[src/rtl/router_pkt_tx_pkg.sv]
// rtl/router_pkt_tx_pkg.sv - shared router constants, header fields and tx state encoding
package router_pkt_tx_pkg;

  localparam int ADDR_W      = 2;
  localparam int LEN_W       = 6;
  localparam int MAX_PAYLOAD = 63;
  localparam logic [ADDR_W-1:0] DEST_INVALID = 2'b11;

  typedef enum logic [2:0] {
    IDLE,
    COLLECT,
    HEADER,
    PAYLOAD,
    PARITY,
    GAP
  } state_t;

  function automatic logic [7:0] make_header(input logic [LEN_W-1:0] l, input logic [ADDR_W-1:0] d);
    return {l, d};
  endfunction

endpackage

[src/rtl/router_tx_buf.sv]
// rtl/router_tx_buf.sv - 64x8 payload buffer, one write port, registered write-first read port
module router_tx_buf
  import router_pkt_tx_pkg::*;
(
  input  logic       clock,
  input  logic       wr_en,
  input  logic [5:0] wr_addr,
  input  logic [7:0] wr_data,
  input  logic [5:0] rd_addr,
  output logic [7:0] rd_data
);

  logic [7:0] mem [0:MAX_PAYLOAD];

  // Write-first so a single-byte packet sees its byte on the edge that enters HEADER.
  always_ff @(posedge clock) begin
    if (wr_en) mem[wr_addr] <= wr_data;
    if (wr_en && (wr_addr == rd_addr)) rd_data <= wr_data;
    else                               rd_data <= mem[rd_addr];
  end

endmodule

[src/rtl/router_pkt_tx.sv]
// rtl/router_pkt_tx.sv - packet transmitter: collect payload, send header/payload/parity to router.
// Optional ROUTER_TX_PARITY_INJ_EN adds inj_err to emit inverted parity for the request.
module router_pkt_tx
  import router_pkt_tx_pkg::*;
#(
  parameter int GAP_CYCLES = 2
) (
  input  logic       clock,
  input  logic       resetn,
  input  logic       start,
  input  logic [1:0] dest,
  input  logic [5:0] len,
  output logic       ready,
  output logic       req_err,
  input  logic [7:0] pl_data,
  input  logic       pl_valid,
  output logic       pl_ready,
  input  logic       busy,
  output logic       pkt_valid,
  output logic [7:0] data_out,
  output logic       done
`ifdef ROUTER_TX_PARITY_INJ_EN
  ,
  input  logic       inj_err
`endif
);

  state_t            state_q, state_d;
  logic [LEN_W-1:0]  len_q, cnt_q;
  logic [ADDR_W-1:0] dest_q;
  logic [3:0]        gap_q;
  logic [7:0]        parity_q;
  logic              inj_q, inj_in;
  logic [5:0]        rd_addr;
  logic [7:0]        rd_data;
  logic              req_ok, accept, last_acc, step;

`ifdef ROUTER_TX_PARITY_INJ_EN
  assign inj_in = inj_err;
`else
  assign inj_in = 1'b0;
`endif

  assign ready    = (state_q == IDLE);
  assign pl_ready = (state_q == COLLECT);
  assign req_ok   = start && (dest != DEST_INVALID) && (len != '0);
  assign accept   = pl_valid && (state_q == COLLECT);
  assign last_acc = accept && (cnt_q == len_q - 6'd1);
  assign step     = !busy;

  router_tx_buf u_buf (
    .clock   (clock),
    .wr_en   (accept),
    .wr_addr (cnt_q),
    .wr_data (pl_data),
    .rd_addr (rd_addr),
    .rd_data (rd_data)
  );

  // rd_data always holds payload byte cnt_q; on an advance the read pointer looks one ahead.
  always_comb begin
    state_d = state_q;
    rd_addr = cnt_q;
    case (state_q)
      IDLE:    if (req_ok) state_d = COLLECT;
      COLLECT: begin
        rd_addr = '0;
        if (last_acc) state_d = HEADER;
      end
      HEADER:  if (step) begin
        state_d = PAYLOAD;
        rd_addr = cnt_q + 6'd1;
      end
      PAYLOAD: if (step) begin
        if (cnt_q == len_q) state_d = PARITY;
        else                rd_addr = cnt_q + 6'd1;
      end
      PARITY:  if (step) state_d = GAP;
      GAP:     if (gap_q == 4'(GAP_CYCLES - 1)) state_d = IDLE;
      default: state_d = IDLE;
    endcase
  end

  always_ff @(posedge clock or negedge resetn) begin
    if (!resetn) begin
      state_q   <= IDLE;
      len_q     <= '0;
      dest_q    <= '0;
      cnt_q     <= '0;
      gap_q     <= '0;
      parity_q  <= '0;
      inj_q     <= 1'b0;
      data_out  <= '0;
      pkt_valid <= 1'b0;
      done      <= 1'b0;
      req_err   <= 1'b0;
    end else begin
      state_q <= state_d;
      req_err <= 1'b0;
      done    <= 1'b0;
      case (state_q)
        IDLE: if (start) begin
          if (req_ok) begin
            len_q    <= len;
            dest_q   <= dest;
            cnt_q    <= '0;
            parity_q <= make_header(len, dest);
            inj_q    <= inj_in;
          end else begin
            req_err  <= 1'b1;
          end
        end
        COLLECT: if (accept) begin
          parity_q <= parity_q ^ pl_data;
          cnt_q    <= cnt_q + 6'd1;
          if (last_acc) begin
            cnt_q     <= '0;
            data_out  <= make_header(len_q, dest_q);
            pkt_valid <= 1'b1;
          end
        end
        HEADER: if (step) begin
          data_out <= rd_data;
          cnt_q    <= cnt_q + 6'd1;
        end
        PAYLOAD: if (step) begin
          if (cnt_q == len_q) begin
            pkt_valid <= 1'b0;
            data_out  <= inj_q ? ~parity_q : parity_q;
          end else begin
            data_out  <= rd_data;
            cnt_q     <= cnt_q + 6'd1;
          end
        end
        PARITY: if (step) begin
          done     <= 1'b1;
          data_out <= '0;
          gap_q    <= '0;
        end
        GAP:     gap_q <= gap_q + 4'd1;
        default: ;
      endcase
    end
  end

endmodule

[config.mk]
export PLATFORM = sky130hd
export DESIGN_NAME = router_pkt_tx
export DESIGN_NICKNAME = d
export VERILOG_FILES = /design/src/rtl/router_pkt_tx_pkg.sv /design/src/rtl/router_tx_buf.sv /design/src/rtl/router_pkt_tx.sv
export SDC_FILE = /design/constraint.sdc
export NUM_CORES = 1
export LEC_CHECK = 0
export ABC_AREA = 1
export ABC_CLOCK_PERIOD_IN_PS = 8140
export BUFFER_PORTS_ARGS = -buffer_cell sky130_fd_sc_hd__clkbuf_2
export CORE_MARGIN = 2
export CORE_UTILIZATION = 50
export DETAILED_ROUTE_END_ITERATION = 10
export PLACE_DENSITY = 0.67
export SETUP_SLACK_MARGIN = 0.5
export SLEW_MARGIN = 20
export SYNTH_ARGS = -nofsm -noshare
export SYNTH_HDL_FRONTEND = slang
export SYNTH_HIERARCHICAL = 1
export SYNTH_SLANG_ARGS = --single-unit
[constraint.sdc]
create_clock -name clock -period 8.14 [get_ports clock]
set_clock_uncertainty 0.2 [all_clocks]
set_input_delay 1.628 -clock clock [delete_from_list [all_inputs] [get_ports clock]]
set_output_delay 1.628 -clock clock [all_outputs]
set_load 0.05 [all_outputs]
==> out/qor.yml, run 1 <==
worst_setup_path:
  setup_crit_start_kind: "register"
  rrSetupSlack_ps: 4330
  worst-r2r-cell-count: 14
  worst_setup_path_end_kind: "output port"
  cp_data_arrival_time_ps: 2340
  crit_path_max_fanout: 19
  critical_path_class: "reg2out"
  worst-endpoint-required_ps: 6310
  worstReg2RegEnd: "data_out[1]$_DFFE_PN0P_"
placement:
  detailed_place.area_mm2: 0.02434
  io_buffers: 33
  post-dp-hpwl_um: 34970
  gpl.final_weighted_congestion: 0.9212
  numPlacedInstances: 2763
synth:
  synth.ff_latch_count: 558
  synth.yosys.seq_area_share: 0.6855
  post_synth_net_total: 2239
  synth.avg_cell_area_um2: 10.87
  synth.area.mux_share: 0.0009359
  yosysWarningCount: 6
  compound_gate_fraction_of_synth_area: 0.01435
  netlist_instances: 2214
  synthXorXnorAreaFrac: 0.004004
  netlist-cell-type-count: 37
  synthSimpleGateAreaFrac: 0.2490
  synthesis.area_mm2: 0.02406
  synth_top_family_by_area: "simple AND/OR/NAND/NOR gates"
  synth_adder_area_share: 0.002080
grt:
  track_usage: 0.2414
  via_count_of_the_first_global_routing_pass: 15600
  grt.overflow.total: 0
  antenna_found_initial: 0
  wire_length_of_the_first_global_routing_pass_um: 90710
  grt_start_max_net_pins: 201
min_path:
  hold_end: "gap_q[3]$_DFFE_PN0P_"
  worstHoldStart: "gap_q[3]$_DFFE_PN0P_"
  min_path_cells: 1
  timing.hold.worst.class: "reg2reg"
clock_network:
  cts_num_sinks: 558
  cts_hold_repair.buffers: 0
  clock_path_buffers: 3
  tritoncts: "done"
  cts_resized: 0
  cts_setup_buffers: 0
  clockRootBuffer: "clkbuf_16"
  clk_transition_reported_paths_ps: 60
  clk_latency_ps: 610
  htree_levels: 2
  cts_buffers: 55
sta:
  whs_ps: 258.3
  finalSetupTns_ps: 0
  finalSetupViolations: 0
  report.final.slew_viol_count: 0
  timing.final.hold_violations: 0
  timing_worst_slew_pin_value_ps: 1075
  rsz_0062_raised_after_global_routing: "no"
  timing.slew.headroom: 0.2815
  maxClockFrequency_mhz: 239.9
  min_period_over_period: 0.5120
  period_minus_slack_ps: 4168
drt:
  remaining_number_of_nets_flagged_by_the_antenna_check_after_routing: 0
  drc: 0
  drt_iter0_drc: 2043
  route.detailed.vias_per_inst: 5.766
  detail_route.wirelength_um: 59880
  routed_wire_length_per_instance_um: 20.98
  firstDrtPassIters: 6
  dr_total_vias: 16460
pwr:
  p_int_mw: 5.403
  post-layout-total-power_mw: 8.833
  net_switching_fraction_of_the_power: 0.3883
  power_frac_clock: 0.270
  power_leakage_nw: 9.655
  netSwitchingPower_mw: 3.430
  seqPwrFrac: 0.392
  worst_ir_drop_vdd_v: 0.0002629
  power.share.combinational: 0.338
  p_per_area_mw_per_mm2: 339.7
die:
  die_x_um: 223.4
  core-area_mm2: 0.04765
  floorplan.initialDensity: 0.5051
  area_of_the_die_mm2: 0.04990
  die_height_um: 223.4
  floorplan.io_pins: 34
  rows: 80
finish:
  areaGrowthSynthToFinish_pct: 8.054
  drive_gt1_frac: 0.07369
  instances_no_fill: 2854
  seq_area_mm2: 0.01650
  design_area_mm2: 0.02600
  num-nets-final: 2230
  multi_input_comb_area_mm2: 0.006506
  antenna-diode-count: 0
  filler_instances: 4039
status:
  outcome: "completed"
flow_run:
  maxCapViolations: 0
layout by cell type, fill, tap and decap left out, drive strengths merged:
cell / Yosys / routed
dfrtp: 40 / 40
nand2: 824 / 824
xor2: 2 / 2
nand4: 12 / 12
o21ai: 29 / 29
bufinv: 0 / 4
ha: 4 / 4
o2111ai: 1 / 1
buf: 103 / 24
dfxtp: 6 / 6
edfxtp: 512 / 512
mux2: 2 / 2
clkinv: 1 / 20
clkinvlp: 0 / 4
o211ai: 11 / 11
nor3: 1 / 1
nor4: 8 / 8
nor2: 85 / 85
inv: 52 / 53
a21oi: 15 / 15
o22ai: 2 / 2
clkbuf: 19 / 95
nand3: 476 / 476
xnor2: 9 / 9
state kept, by name (all words and copies together), names as in the netlist, named ones only:
| name | count |
|---|---|
| u_buf/mem | 512 |
| data_out | 8 |
| parity_q | 8 |
| cnt_q | 6 |
| len_q | 6 |
| gap_q | 4 |
| state_q | 3 |
| dest_q | 2 |
| done | 1 |
| pkt_valid | 1 |
| req_err | 1 |
power groups by stage:
stage	Sequential, mW	Clock (mW)	Combinational [mW]
2_1_floorplan	3.45	0	2.22
3_3_place_gp	3.51	0	2.88
3_5_place_dp	3.52	0	2.92
4_1_cts	3.46	2.42	2.93
5_1_grt	3.49	2.53	3.27
6_report	3.47	2.38	2.98
stage by stage:
step / setup WS, ps / utilization
6_report: 3972 / 0.5457
5_1_grt: 3789 / 0.5457
4_1_cts: 3931 / 0.5457
3_5_place_dp: 3848 / 0.5109
3_3_place_gp: 3915 / 0.5108
2_1_floorplan: 4378 / -
worst max path at each step:
stage / cells past startpoint / to / startpoint
3_5_place_dp: 5 / u_buf/mem[61][7]$_DFFE_PP_ / pl_valid
4_1_cts: 4 / pl_ready / state_q[1]$_DFFE_PN0P_
3_3_place_gp: 5 / u_buf/mem[61][2]$_DFFE_PP_ / pl_valid
6_report: 4 / pl_ready / state_q[1]$_DFFE_PN0P_
2_1_floorplan: 5 / u_buf/mem[48][0]$_DFFE_PP_ / pl_valid
5_1_grt: 4 / pl_ready / state_q[1]$_DFFE_PN0P_
cell families after synthesis:
| kind of cell | count (synthesis) |
|---|---|
| buf+inv | 175 |
| flops | 558 |
| mux | 2 |
| xor+xnor | 11 |
| simple gates | 1406 |
| fa+ha+maj | 4 |
| compound gates | 58 |
layer usage:
metal  vias to the layer above  wire (um)  track usage
met5                         -          0            0
met1                      7953      24940       0.3453
li1                       7640          -            -
met4                         0       2010      0.08839
met2                       748      27730       0.3806
met3                       115       5195      0.03385
synthesized netlist by cell type (all sizes together):
| master | number | area [um2] |
|---|---|---|
| o2111ai | 1 | 15.01 |
| nor2 | 85 | 349.1 |
| ha | 4 | 50.05 |
| dfxtp | 6 | 120.1 |
| o211ai | 11 | 82.58 |
| o22ai | 2 | 12.51 |
| nor3 | 1 | 5.000 |
| nand2 | 824 | 3100 |
| o21ai | 29 | 148.9 |
| xor2 | 2 | 17.52 |
| nand4 | 12 | 75.07 |
| mux2 | 2 | 22.52 |
| clkbuf | 19 | 71.32 |
| buf | 103 | 784.5 |
| xnor2 | 9 | 78.83 |
| a21oi | 15 | 86.34 |
| nor4 | 8 | 50.05 |
| edfxtp | 512 | 15370 |
| nand3 | 476 | 2412 |
| clkinv | 1 | 3.750 |
| inv | 52 | 202.7 |
| dfrtp | 40 | 1001 |
worst max-delay path: stages (launching register included):
cell	delay, ps
dfrtp_1	530
inv_2	160
nand3_4	220
inv_1	450
clkbuf_2	370
final cells by class:
class | count | area share
Sequential cell | 558 | 0.6347
Multi-Input combinational cell | 1481 | 0.2502
Clock buffer | 63 | 0.05409
Tap cell | 615 | 0.02959
Timing Repair Buffer | 56 | 0.01347
Clock inverter | 28 | 0.009768
Inverter | 53 | 0.008132
No activity file was read; power rests on OpenSTA's default activity.
==> inputs of run 2 (changes only) <==
Settings changed: ABC_CLOCK_PERIOD_IN_PS 8140 to 3800, PLACE_DENSITY 0.67 to 0.69.
Clock period 8.14 ns to 3.8 ns, I/O delays scaled along.
==> out/qor.yml, run 2 (same netlist as run 1, synthesis figures left out) <==
die:
  area_of_the_die_mm2: 0.04990
  floorplan.initialDensity: 0.5051
  die_height_um: 223.4
  floorplan.io_pins: 34
  die_x_um: 223.4
  rows: 80
  core-area_mm2: 0.04765
worst_setup_path:
  worst-endpoint-required_ps: 2840
  crit_path_max_fanout: 19
  critical_path.top_delay_family: "buffers and inverters"
  cpPeakStageDelay_ps: 600
  worst-r2r-cell-count: 6
  cp_cell_sequence: "inv_2 > nand3_4 > clkinvlp_4 > clkbuf_2"
  path_buf_inv: 3
  crit_slowest_cell: "dfrtp_1"
  critical_path_class: "reg2out"
  r2r-start: "state_q[1]$_DFFE_PN0P_"
  setup_crit_start_kind: "register"
  cp_data_arrival_time_ps: 2230
  critical_path_cell_count: 4
  worst_setup_path_end_kind: "output port"
  worstReg2RegEnd: "u_buf/mem[44][2]$_DFFE_PP_"
  rrSetupSlack_ps: 830
clock_network:
  clock_path_buffers: 3
  cts_setup_buffers: 0
  clk_latency_ps: 600
  cts_num_sinks: 558
  clockRootBuffer: "clkbuf_16"
  htree_levels: 2
  cts_buffers: 54
  tritoncts: "done"
  clk_transition_reported_paths_ps: 60
finish:
  top_regs: "u_buf/mem: 512 flops, data_out: 8 flops, parity_q: 8 flops"
  mostFrequentLayoutCell: "nand2_1"
  top_register: "u_buf/mem"
  num-nets-final: 2306
  design_area_mm2: 0.02681
  final_cell_mix: "nand2_1 (821), edfxtp_1 (512), nand3_1 (473), buf_4 (90), nor2_1 (77)"
  number_of_flip_flops_in_the_largest_register: 512
  antenna-diode-count: 0
  filler_instances: 3954
  seq_area_mm2: 0.01650
  multi_input_comb_area_mm2: 0.006506
  drive_gt1_frac: 0.1062
  areaGrowthSynthToFinish_pct: 11.41
drt:
  dr_total_vias: 17010
  detail_route.wirelength_um: 61780
  route.detailed.vias_per_inst: 5.785
  drc: 0
  remaining_number_of_nets_flagged_by_the_antenna_check_after_routing: 0
  routed_wire_length_per_instance_um: 21.01
  drt_iter0_drc: 2086
  firstDrtPassIters: 7
pwr:
  post-layout-total-power_mw: 19.36
  power_leakage_nw: 10.13
  net_switching_fraction_of_the_power: 0.3852
  power.share.combinational: 0.337
  seqPwrFrac: 0.383
  netSwitchingPower_mw: 7.460
  worst_ir_drop_vdd_v: 0.0005996
  p_int_mw: 11.91
  p_per_area_mw_per_mm2: 722.3
  power_frac_clock: 0.280
sta:
  maxClockFrequency_mhz: 313.4
  finalSetupViolations: 0
  rsz_0062_raised_after_global_routing: "no"
  finalSetupTns_ps: 0
  timing.final.hold_violations: 0
  report.final.slew_viol_count: 0
  min_period_over_period: 0.8398
  timing.slew.headroom: 0.2957
  period_minus_slack_ps: 3191
  finalWorstSetupSlack_ps: 608.8
  timing_worst_slew_pin_value_ps: 1055
placement:
  gpl.final_weighted_congestion: 0.9025
  setup_slack_after_placement_ps: 899.3
  detailed_place.area_mm2: 0.02503
  post-dp-hpwl_um: 38930
  io_buffers: 33
status:
  outcome: "completed"
grt:
  track_usage: 0.2515
  wire_length_of_the_first_global_routing_pass_um: 95990
  via_count_of_the_first_global_routing_pass: 16630
  grt.overflow.total: 0
  grt_start_max_net_pins: 129
  antenna_found_initial: 0
min_path:
  timing.hold.worst.class: "in2async"
flow_run:
  maxCapViolations: 0
[run 2: cell types whose count changed in the layout (fill, tap and decap cells not counted), sizes merged]
cell	previous run	this run
bufinv	4	7
clkinvlp	4	9
clkbuf	95	94
buf	24	101
clkinv	20	22
[run 2: routing by layer]
metal / up-vias / global-route usage / share of wire
li1: 7803 / - / -
met1: 8208 / 0.3355 / 0.40
met3: 140 / 0.04307 / 0.087
met5: - / 0 / 0
met4: 0 / 0.1103 / 0.039
met2: 857 / 0.4089 / 0.48
[run 2: how the worst max path moves through the flow]
stage / start / to / slack (ps)
finish: state_q[1]$_DFFE_PN0P_ / pl_ready / 610
detailed placement: pl_valid / u_buf/mem[44][2]$_DFFE_PP_ / 900
floorplan: pl_valid / u_buf/mem[48][0]$_DFFE_PP_ / 910
CTS: state_q[1]$_DFFE_PN0P_ / pl_ready / 540
global placement: pl_valid / u_buf/mem[44][6]$_DFFE_PP_ / 910
global route: state_q[1]$_DFFE_PN0P_ / pl_ready / 540
[run 2: final cells by class]
class                           instances  share of cell area
Clock inverter                         38             0.01395
Inverter                               53            0.007934
Tap cell                              615             0.02870
Sequential cell                       558              0.6156
Timing Repair Buffer                  133             0.03883
Multi-Input combinational cell       1481              0.2427
Clock buffer                           62             0.05231
[run 2: stage by stage]
stage / hold slack, ps / util / std cells
6_report: 98.10 / 0.5627 / 2940
3_5_place_dp: 264.0 / 0.5253 / 2840
2_1_floorplan: 235.0 / - / 2214
4_1_cts: 143.5 / 0.5626 / 2940
5_1_grt: 154.3 / 0.5627 / 2940
3_3_place_gp: 249.9 / 0.5253 / 2840
[run 2: power groups by stage]
stage | Clock [mW] | Combinational (mW) | Sequential, mW
final | 5.42 | 6.52 | 7.42
after global routing | 5.72 | 7.16 | 7.46
after CTS | 5.49 | 6.43 | 7.41
after detailed placement | 0 | 6.39 | 7.54
after global placement | 0 | 6.32 | 7.52
after floorplan | 0 | 4.75 | 7.40
[run 2: repair_timing]
item | CTS | global route
hold buffers | 0 | 0
setup endpoints to repair | 0 | 1
gates resized for setup | 0 | 1
==> inputs of run 3 (changes only) <==
Settings changed: ABC_CLOCK_PERIOD_IN_PS 3800 to 3270, PLACE_DENSITY 0.69 to 0.67.
Clock period 3.8 ns to 3.27 ns, I/O delays scaled along.
==> out/qor.yml, run 3 (same netlist as run 1, synthesis figures left out) <==
clock_network:
  cts_hold_repair.buffers: 0
  clk_transition_reported_paths_ps: 60
  tritoncts: "done"
  clock_path_buffers: 3
  clockRootBuffer: "clkbuf_16"
  clk_latency_ps: 610
  htree_levels: 2
  cts_buffers: 55
  cts_num_sinks: 558
drt:
  routed_wire_length_per_instance_um: 21.15
  wl_met2_um: 30390
  remaining_number_of_nets_flagged_by_the_antenna_check_after_routing: 0
  drt_iter0_drc: 1695
  dr_wl_met3_um: 5230
  highest-signal-layer: "met4"
  drc: 0
  dr_total_vias: 16940
  route.detailed.vias_per_inst: 5.695
  firstDrtPassIters: 6
  detail_route.wirelength_um: 62910
  met1_length_um: 25080
status:
  violations_in_the_final_reports: "negative hold slack"
  outcome: "finished, violations left"
pwr:
  power_leakage_nw: 10.32
  worst_ir_drop_vdd_v: 0.0006694
  post-layout-total-power_mw: 22.48
  p_per_area_mw_per_mm2: 828.4
sta:
  whs_ps: -30.48
  rsz_0062_raised_after_global_routing: "no"
  timing.final.hold_violations: 25
  finalSetupTns_ps: 0
  report.final.slew_viol_count: 0
  timing.slew.headroom: 0.3892
  timing_worst_slew_pin_value_ps: 916.2
  min_period_over_period: 0.8192
  finalWorstSetupSlack_ps: 591.2
  maxClockFrequency_mhz: 373.3
  period_minus_slack_ps: 2679
  finalSetupViolations: 0
finish:
  final_cell_mix: "nand2_1 (821), edfxtp_1 (512), nand3_1 (473), buf_4 (114), nor2_1 (77)"
  filler_instances: 3972
  mostFrequentLayoutCell: "nand2_1"
  multi_input_comb_area_mm2: 0.006513
  seq_area_mm2: 0.01651
  areaGrowthSynthToFinish_pct: 12.74
  top_regs: "u_buf/mem: 512 flops, data_out: 8 flops, parity_q: 8 flops"
  design_area_mm2: 0.02713
  num-nets-final: 2341
  instances_no_fill: 2974
  antenna-diode-count: 0
  number_of_flip_flops_in_the_largest_register: 512
  drive_gt1_frac: 0.1166
  top_register: "u_buf/mem"
die:
  die_x_um: 223.4
  rows: 80
  core-area_mm2: 0.04765
  area_of_the_die_mm2: 0.04990
  floorplan.initialDensity: 0.5051
  die_height_um: 223.4
  floorplan.io_pins: 34
grt:
  grt_start_max_net_pins: 129
  wire_length_of_the_first_global_routing_pass_um: 95370
  track_usage: 0.2517
  grt.overflow.total: 0
  antenna_found_initial: 0
  via_count_of_the_first_global_routing_pass: 16470
worst_setup_path:
  cpPeakStageDelay_ps: 490
  cp_cell_sequence: "inv_2 > nand2_1 > nor2_1 > buf_2"
  critical_path_cell_count: 4
  critical_path.top_delay_family: "flip-flops"
  setup_crit_start_kind: "register"
  timing.critical_path.to: "ready"
  worst-r2r-cell-count: 13
  worstReg2RegEnd: "data_out[1]$_DFFE_PN0P_"
  rrSetupSlack_ps: 630
  crit_path_max_fanout: 13
  cp-startpoint: "state_q[1]$_DFFE_PN0P_"
  crit_slowest_cell: "dfrtp_2"
  cp_data_arrival_time_ps: 1820
  critical_path_class: "reg2out"
  worst-endpoint-required_ps: 2420
  path_buf_inv: 2
  worst_setup_path_end_kind: "output port"
placement:
  detailed_place.area_mm2: 0.02526
  numPlacedInstances: 2861
  gpl.final_weighted_congestion: 0.9481
  setup_slack_after_placement_ps: 555.5
  post-dp-hpwl_um: 38940
  io_buffers: 33
flow_run:
  maxCapViolations: 0
min_path:
  timing.hold.worst.class: "in2async"
==> run 3: cell count changes in the layout (fill, tap and decap cells not counted), sizes merged <==
cell      previous run  this run
clkinvlp             9         3
inv                 53        50
clkinv              22        23
bufinv               7         3
buf                101       133
clkbuf              94       108
==> run 3: how the worst min path moves through the flow <==
stage / startpoint / to / cells past startpoint
finish: resetn / data_out[3]$_DFFE_PN0P_ / 1
CTS: resetn / state_q[0]$_DFFE_PN0P_ / 1
global route: resetn / state_q[0]$_DFFE_PN0P_ / 1
global placement: gap_q[3]$_DFFE_PN0P_ / gap_q[3]$_DFFE_PN0P_ / 1
detailed placement: gap_q[3]$_DFFE_PN0P_ / gap_q[3]$_DFFE_PN0P_ / 1
floorplan: resetn / cnt_q[0]$_DFFE_PN0P_ / 0
==> run 3: layout make-up <==
type	instances	share of cell area
inverters	53	0.008117
well taps	615	0.02836
clock inverters	26	0.007287
multi-input cells	1481	0.2400
flip-flops and latches	558	0.6084
clock buffers	74	0.05493
repair buffers	167	0.05285
==> run 3: per-layer routing <==
metal  global-route usage  vias to the layer above
met5                    0                        -
met4               0.1004                        0
met2               0.4141                      779
li1                     -                     7874
met3              0.04228                      142
met1               0.3361                     8143
==> run 3: stage by stage <==
step	util	hold WS (ps)
6_report	0.5694	-30.48
5_1_grt	0.5694	59.97
4_1_cts	0.5659	30.21
3_5_place_dp	0.5302	256.1
3_3_place_gp	0.5302	249.7
2_1_floorplan	-	158.4
==> run 3: power by group <==
part / internal (mW) / total [mW] / switching [mW]
clock network: 3.41 / 5.98 / 2.57
registers: 8.10 / 8.44 / 0.340
logic: 2.31 / 8.06 / 5.75
==> run 3: repair_timing <==
action / in CTS / in global routing
gates resized for setup: 2 / 9
setup buffers: 1 / 10
endpoints found under the setup margin: 2 / 16
cloned: 0 / 2
